`src/rtl/sar_adc_ctrl.sv`:
```
// ============================================================================
//  Module   : sar_adc_ctrl
//  Brief    : Successive-approximation ADC controller for an external R-2R DAC,
//             comparator and analog mux, with single-shot and scan modes.
//  Revision : 1.0
// ============================================================================
`default_nettype none

module sar_adc_ctrl #(
    parameter int WIDTH      = 8,
    parameter int CHANNELS   = 4,
    parameter int CH_BITS    = 2,
    parameter int MUX_SETTLE = 4,
    parameter int SETTLE     = 3
) (
    input  logic               clk,
    input  logic               rst_n,
    input  logic               sc,
    input  logic               modo_scan,
    input  logic [CH_BITS-1:0] canal_in,
    input  logic               comparador,
    output logic [CH_BITS-1:0] mux_sel,
    output logic [WIDTH-1:0]   r_2r,
    output logic [WIDTH-1:0]   resultado,
    output logic [CH_BITS-1:0] canal_out,
    output logic               dato_valido,
    output logic               eoc
);

    localparam int CNT_MAX = (MUX_SETTLE > SETTLE) ? MUX_SETTLE : SETTLE;
    localparam int CNT_W   = (CNT_MAX > 1) ? $clog2(CNT_MAX) : 1;
    localparam int IDX_W   = $clog2(WIDTH);

    typedef enum logic [1:0] {
        S_IDLE     = 2'd0,
        S_MUX_WAIT = 2'd1,
        S_TRIAL    = 2'd2,
        S_DONE     = 2'd3
    } state_t;

    state_t             r_state, w_state_nxt;
    logic               r_sc_q;
    logic               r_comp_s1, r_comp_s2;
    logic [CH_BITS-1:0] r_ch, w_ch_nxt;
    logic [CNT_W-1:0]   r_cnt, w_cnt_nxt;
    logic [IDX_W-1:0]   r_idx, w_idx_nxt;
    logic [WIDTH-1:0]   r_dac, w_dac_nxt;
    logic [WIDTH-1:0]   r_res, w_res_nxt;
    logic [CH_BITS-1:0] r_ch_out, w_ch_out_nxt;
    logic [CH_BITS-1:0] r_mux, w_mux_nxt;
    logic               r_dv, w_dv_nxt;
    logic               r_eoc, w_eoc_nxt;

    logic               w_start;
    logic [CH_BITS-1:0] w_ch_start;
    logic [CH_BITS-1:0] w_ch_inc;

    assign w_start    = sc & ~r_sc_q;
    assign w_ch_start = (32'(canal_in) < CHANNELS) ? canal_in : '0;
    assign w_ch_inc   = (r_ch == CH_BITS'(CHANNELS - 1)) ? '0 : r_ch + CH_BITS'(1);

    // sc history resets high so a level held through reset is not a start
    always_ff @(posedge clk or negedge rst_n) begin
        if (!rst_n) begin
            r_state   <= S_IDLE;
            r_sc_q    <= 1'b1;
            r_comp_s1 <= 1'b0;
            r_comp_s2 <= 1'b0;
            r_ch      <= '0;
            r_cnt     <= '0;
            r_idx     <= '0;
            r_dac     <= '0;
            r_res     <= '0;
            r_ch_out  <= '0;
            r_mux     <= '0;
            r_dv      <= 1'b0;
            r_eoc     <= 1'b1;
        end else begin
            r_state   <= w_state_nxt;
            r_sc_q    <= sc;
            r_comp_s1 <= comparador;
            r_comp_s2 <= r_comp_s1;
            r_ch      <= w_ch_nxt;
            r_cnt     <= w_cnt_nxt;
            r_idx     <= w_idx_nxt;
            r_dac     <= w_dac_nxt;
            r_res     <= w_res_nxt;
            r_ch_out  <= w_ch_out_nxt;
            r_mux     <= w_mux_nxt;
            r_dv      <= w_dv_nxt;
            r_eoc     <= w_eoc_nxt;
        end
    end

    always_comb begin
        w_state_nxt  = r_state;
        w_ch_nxt     = r_ch;
        w_cnt_nxt    = r_cnt;
        w_idx_nxt    = r_idx;
        w_dac_nxt    = r_dac;
        w_res_nxt    = r_res;
        w_ch_out_nxt = r_ch_out;
        w_mux_nxt    = r_mux;
        w_dv_nxt     = 1'b0;
        w_eoc_nxt    = r_eoc;

        case (r_state)
            S_IDLE: begin
                if (w_start) begin
                    w_ch_nxt    = w_ch_start;
                    w_mux_nxt   = w_ch_start;
                    w_dac_nxt   = '0;
                    w_eoc_nxt   = 1'b0;
                    w_cnt_nxt   = CNT_W'(MUX_SETTLE - 1);
                    w_state_nxt = S_MUX_WAIT;
                end
            end
            S_MUX_WAIT: begin
                if (r_cnt == '0) begin
                    w_dac_nxt   = {1'b1, {(WIDTH-1){1'b0}}};
                    w_idx_nxt   = IDX_W'(WIDTH - 1);
                    w_cnt_nxt   = CNT_W'(SETTLE - 1);
                    w_state_nxt = S_TRIAL;
                end else begin
                    w_cnt_nxt = r_cnt - CNT_W'(1);
                end
            end
            S_TRIAL: begin
                if (r_cnt == '0) begin
                    // Trial bit was set, so keeping it equals the comparator verdict
                    w_dac_nxt[r_idx] = r_comp_s2;
                    if (r_idx != '0) begin
                        w_dac_nxt[r_idx - IDX_W'(1)] = 1'b1;
                        w_idx_nxt   = r_idx - IDX_W'(1);
                        w_cnt_nxt   = CNT_W'(SETTLE - 1);
                    end else begin
                        w_state_nxt = S_DONE;
                    end
                end else begin
                    w_cnt_nxt = r_cnt - CNT_W'(1);
                end
            end
            S_DONE: begin
                w_res_nxt    = r_dac;
                w_ch_out_nxt = r_ch;
                w_dv_nxt     = 1'b1;
                if (modo_scan) begin
                    w_ch_nxt    = w_ch_inc;
                    w_mux_nxt   = w_ch_inc;
                    w_dac_nxt   = '0;
                    w_cnt_nxt   = CNT_W'(MUX_SETTLE - 1);
                    w_state_nxt = S_MUX_WAIT;
                end else begin
                    w_eoc_nxt   = 1'b1;
                    w_state_nxt = S_IDLE;
                end
            end
            default: begin
                w_state_nxt = S_IDLE;
            end
        endcase
    end

    assign mux_sel     = r_mux;
    assign r_2r        = r_dac;
    assign resultado   = r_res;
    assign canal_out   = r_ch_out;
    assign dato_valido = r_dv;
    assign eoc         = r_eoc;

endmodule

`default_nettype wire

```
`config.mk`:
```
export PLATFORM = sky130hd
export DESIGN_NAME = sar_adc_ctrl
export DESIGN_NICKNAME = d
export VERILOG_FILES = /design/src/rtl/sar_adc_ctrl.sv
export SDC_FILE = /design/constraint.sdc
export NUM_CORES = 1
export LEC_CHECK = 0
export CAP_MARGIN = 20
export CORE_MARGIN = 2
export CORE_UTILIZATION = 57
export DETAILED_ROUTE_END_ITERATION = 8
export PLACE_DENSITY_LB_ADDON = 0.08
export SLEW_MARGIN = 10
export SYNTH_ARGS = -nofsm -noshare
export SYNTH_HDL_FRONTEND = slang
export SYNTH_SLANG_ARGS = --single-unit
```
`constraint.sdc`:
```
create_clock -name clk -period 4.92 [get_ports clk]
set_clock_uncertainty 0.15 [all_clocks]
set_input_delay 0.492 -clock clk [delete_from_list [all_inputs] [get_ports clk]]
set_output_delay 0.492 -clock clk [all_outputs]
set_load 0.02 [all_outputs]
```
Word-level counts from Yosys, hierarchy flattened:

Index checks and enable logic that the tools add are counted.

* bits in read-only memories: 0
* word-level logic and storage cells: 82
* input port bits: 7
* bits in registers: 32
* memory bits (writable): 0
* memories kept: 0
* output and inout port bits: 22
* latch bits: 0

* div/mod/pow operators: 0
* shifts and indexed selects: 0
* equality and inequality tests: 12
* magnitude comparators: 4
* reduce and logical (&&, ||, !) cells: 13
* multiply operators: 0
* bitwise gates (word level): 3
* multiplexer cells: 35
* add/sub/neg operators: 3

Operators with widths (count)
* $mux 8: 5
* $pmux 8 s4: 1
* $mux 2: 12
* $pmux 2 s4: 2
* $ne 2x2->1 const B: 7
* $reduce_and 4->1: 3
* $mux 3: 3
* $reduce_and 3->1: 3
* $bwmux 8: 1
* $lt 3x4->1 const B: 2
* $or 8x8->8: 1
* $demux 1 s3: 2
* $eq 2x2->1 const B: 3
* $ge 3x1->1 const B: 2
* $mux 1: 6
* $pmux 3 s2: 1
* $logic_not 2->1: 2
* $pmux 2 s2: 1
* $reduce_bool 2->1: 2
* $ne 3x3->1 const B: 1
* $reduce_bool 3->1: 1
* $sub 3x1->3 const B: 1
* $add 2x1->2 const B: 1
* $eq 2x1->1 const B: 1
* 5 further kinds: 6

Depth between registers and ports, before layout:

* word-level depth: 9
* mapped depth: 8
* depth with buffers taken out: 6

Worst setup path before layout:

No wires, ideal clock.

* path kind: register -> register
* from: register r_idx[1]
* to: register r_dac[4] (netlist: r_2r[4])
* path slack: 3029 ps
* setup time: 67 ps
* cell stages (with the launch flop): 8
* required time: 4703 ps
* buffers on the path: 1
* arrival time: 1675 ps
* period minus slack after synthesis: 1891 ps
* cells stage by stage: dfrtp_1 -> buf_2 -> inv_1 -> ha_1 -> or3b_1 -> a21bo_1 -> nand3b_1 -> a32o_2

* longest elaborated chain between the ends: 9
* elaborated cells between the ends (all ways): 17

Ends and longest elaborated chain
* start, declared: line 46 `logic [IDX_W-1:0] r_idx, w_idx_nxt;`
* start signal, assigned: line 85 `r_idx <= w_idx_nxt;`
* $sub 3x1->3, or another cell as far along: line 133 `w_dac_nxt[r_idx - IDX_W'(1)] = 1'b1;`
* $lt 3x4->1 (implied by the code), or another cell as far along: line 133
* $logic_and 1x1->1 (implied by the code) or $mux 1 (tied branches): line 133, 131
* $mux 1 (implied by the code) or $demux 1 s3 (tied branches): line 133, 131
* $demux 1 s3 or $bwmux 8 (tied branches): line 133, 131
* $or 8x8->8 (no source line)
* $mux 8 *: line 132 `if (r_idx != '0) begin`
* $mux 8 *: line 129 `if (r_cnt == '0) begin`
* $pmux 8 s4 *: line 107 `case (r_state)`
* end signal, assigned: line 86 `r_dac <= w_dac_nxt;`
* end, declared: line 47 `logic [WIDTH-1:0] r_dac, w_dac_nxt;`

Mark *: on every way between the ends. The rest lies on a longest branch, timed or not. The select of a mux whose other input is x is not followed.
A chain may end at the register's enable or synchronous reset.

Worst setup path in the final report:

* from: register r_idx[0]
* to: register r_dac[4] (netlist: r_2r[4])

The elaborated chain is that of the path after synthesis.

==> out/results.ini <==
[worst_setup_path]
rr_worst_depth = 6
required_ps = 5050
critPathKind = register to register
r2r-start = r_idx[0]$_DFFE_PN0P_
critPathLaunch = r_idx[0]$_DFFE_PN0P_
ff2ff_setup_slack_ps = 2610
slowest_delay_ps = 690
end_kind = register
crit_fanout = 20
reg2reg_to = r_2r[4]$_DFFE_PN0P_
crit_path_end = r_2r[4]$_DFFE_PN0P_
cp_cell_sequence = inv_1 > ha_1 > or3b_1 > a21bo_1 > nand3b_1 > a32o_2
cp.arrival_ps = 2440
cp-start-kind = register
slowest_stage = dfrtp_1

[timing]
timing.fmax_mhz = 434
fin_setup_tns_ps = 0
worst_pin_slew_ps = 718
rsz0062_at_grt = false
finalCritPeriodShare_pct = 46.9
finalHoldViolCount = 0
slew_headroom_pct = 52.1
fin_hold_ws_ps = 207
min_period_ps = 2310
drv_slew = 0
setup_violations = 0

[floorplanning]
design.portCount = 29
dieWidth_um = 60.2
fp-row-count = 20
die_h_um = 60.2
initial_utilization_pct = 59.5
coreArea_um2 = 3030
die-area_um2 = 3620

[clock_network]
tritoncts = built
insertion_delay_ps = 330
ctsHtreeMaxLevel = 2
clockBufferDepth = 2
cts.sinks = 32
cts_buffers = 5
hold_buffers = 0
path_clk_slew_ps = 100
clock-root-buffer = clkbuf_4
cts_resized = 0
postCtsSetupRepairBufs = 0

[yosys]
yosys.area.top_type_share_pct = 41.7
ys_seq_elements = 32
synth.most_common_cell = dfrtp_1
synthTopCellsByCount = dfrtp_1 (30), mux2_2 (13), nand2_1 (12), ha_1 (10), nor2_1 (9)
synth.distinct_cells = 48
yosys_warnings = 0
yosys-top-cells-area = dfrtp_1 (42%), mux2_2 (8.1%), ha_1 (6.9%)
async_reset_ff_share_pct = 100
synth_edf_count = 0
syn_area_um2 = 1800
seq_area_frac_synth_pct = 44.6
synth.avg_cell_area_um2 = 10.8
synth_largest_area_cell = dfrtp_1
synthCells = 167
yosys_most_used_dff = dfrtp_1
syn_nets = 184

[global_route]
grt_pass1_wl_um = 5730
grt_pass1_vias = 1308
antenna_found_initial = 0
grt_overflow = 0
grt.total_usage_pct = 21.6
grt_max_degree = 33

[placed_design]
dpl.hpwl_um = 2510
placedCellCount = 231
gp_congestion = 0.867
io_buffers = 28

[hold_path]
min-delay-path-class = register to register

[pwr]
p_leak_nw = 1.00
p_per_area_nw_per_um2 = 556
ir_drop_v = 0.000321

[detailed_routing]
drt_wl_total_um = 3400
vias_per_cell = 5.82
drc = 0
dr.pass1.iters = 4
vias = 1390
post_drt_wl_per_cell_um = 14.2
drt_iter0_drc = 51
ant_nets = 0

[flow_run]
maxCapViolCount = 0

[cells_and_area]
antenna_cells = 0
stdcell_count = 239
final_util_pct = 71.4
drive_gt1_share_pct = 14.9
areaGrowthSynthToFinish_pct = 20.0
final_nets = 211

[run_status]
status = finished, final reports clean

cells in the final DEF, fill, tap and decap left out, drive strengths merged, types with 2 or more instances in the layout:
master / Yosys / final
mux2: 17 / 17
nand3b: 2 / 2
a2bb2oi: 2 / 2
o2bb2ai: 3 / 3
a221o: 2 / 2
a21o: 3 / 3
and3: 2 / 2
dfstp: 2 / 2
o311ai: 2 / 2
o311a: 2 / 2
a32o: 2 / 2
o221ai: 3 / 3
nor2: 9 / 9
a21oi: 5 / 5
dfrtp: 30 / 30
o21ai: 9 / 9
clkdlybuf4s50: 0 / 28
nand2: 12 / 12
nor2b: 4 / 4
inv: 9 / 9
ha: 10 / 10
a22o: 3 / 3
nand2b: 3 / 3
clkbuf: 0 / 8
nand3: 5 / 5
kinds of logic (layout without fill, tap and decap cells):
family / after synthesis / count (layout) / synth area share [%]
multiplexers: 18 / 18 / 11.2
flip-flops: 32 / 32 / 44.6
AND/OR/NAND/NOR: 45 / 45 / 13.1
buffers and inverters: 18 / 46 / 4.73
AO/OA/AOI/OAI: 44 / 44 / 19.4
adder cells (fa/ha/maj): 10 / 10 / 6.95
registers in the layout, indices dropped and copies added, names as in the netlist:
signal,flops
canal_out,2
r_cnt,2
r_idx,3
dato_valido,1
r_sc_q,1
resultado,8
r_state,2
r_comp_s1,1
eoc,1
mux_sel,2
r_comp_s2,1
r_2r,8
layout make-up:
class	count	area (um^2)
flip-flops and latches	32	803
clock buffers	8	68.8
fillers	235	867
inverters	9	33.8
repair buffers	29	288
well taps	44	55.1
multi-input cells	117	912
power breakdown:
part	internal [mW]	switching, mW	total, mW
registers	0.325	0.0720	0.397
clock network	0.0840	0.0848	0.169
logic	0.299	0.338	0.636
worst min path at each step:
stage | startpoint | endpoint | slack (ps) | cells after the start
final | r_comp_s1$_DFF_PN0_ | r_comp_s2$_DFF_PN0_ | 210 | 0
after global routing | r_comp_s1$_DFF_PN0_ | r_comp_s2$_DFF_PN0_ | 230 | 0
after CTS | r_comp_s1$_DFF_PN0_ | r_comp_s2$_DFF_PN0_ | 210 | 0
after detailed placement | r_comp_s1$_DFF_PN0_ | r_comp_s2$_DFF_PN0_ | 190 | 0
after global placement | r_comp_s1$_DFF_PN0_ | r_comp_s2$_DFF_PN0_ | 190 | 0
after floorplan | rst_n | canal_out[0]$_DFFE_PN0P_ | 50 | 0
stage by stage:
stage / setup slack [ps] / total power, mW / instance area [um^2]
3_5_place_dp: 2630 / 1.04 / 2090
5_1_grt: 2430 / 1.29 / 2160
6_report: 2610 / 1.20 / 2160
4_1_cts: 2620 / 1.21 / 2160
2_1_floorplan: 3030 / 0.871 / 1800
3_3_place_gp: 2680 / 1.01 / 2090
critical path: cells and delay by family, from the launching register on:
kind,cells,cell delay [ps]
DFF,1,690
AOI/OAI and AO/OA,2,400
adders and majority gates,1,290
and+or+nand+nor,2,530
buffers and inverters,1,200
layer usage:
layer / global-route usage (%) / vias up / wire length (um)
met4: 11.7 / 0 / 90
met1: 26.0 / 677 / 1470
met3: 4.11 / 10 / 157
met5: 0 / - / 0
met2: 36.0 / 36 / 1680
li1: - / 667 / -
Power figures use the tool's default switching activity.
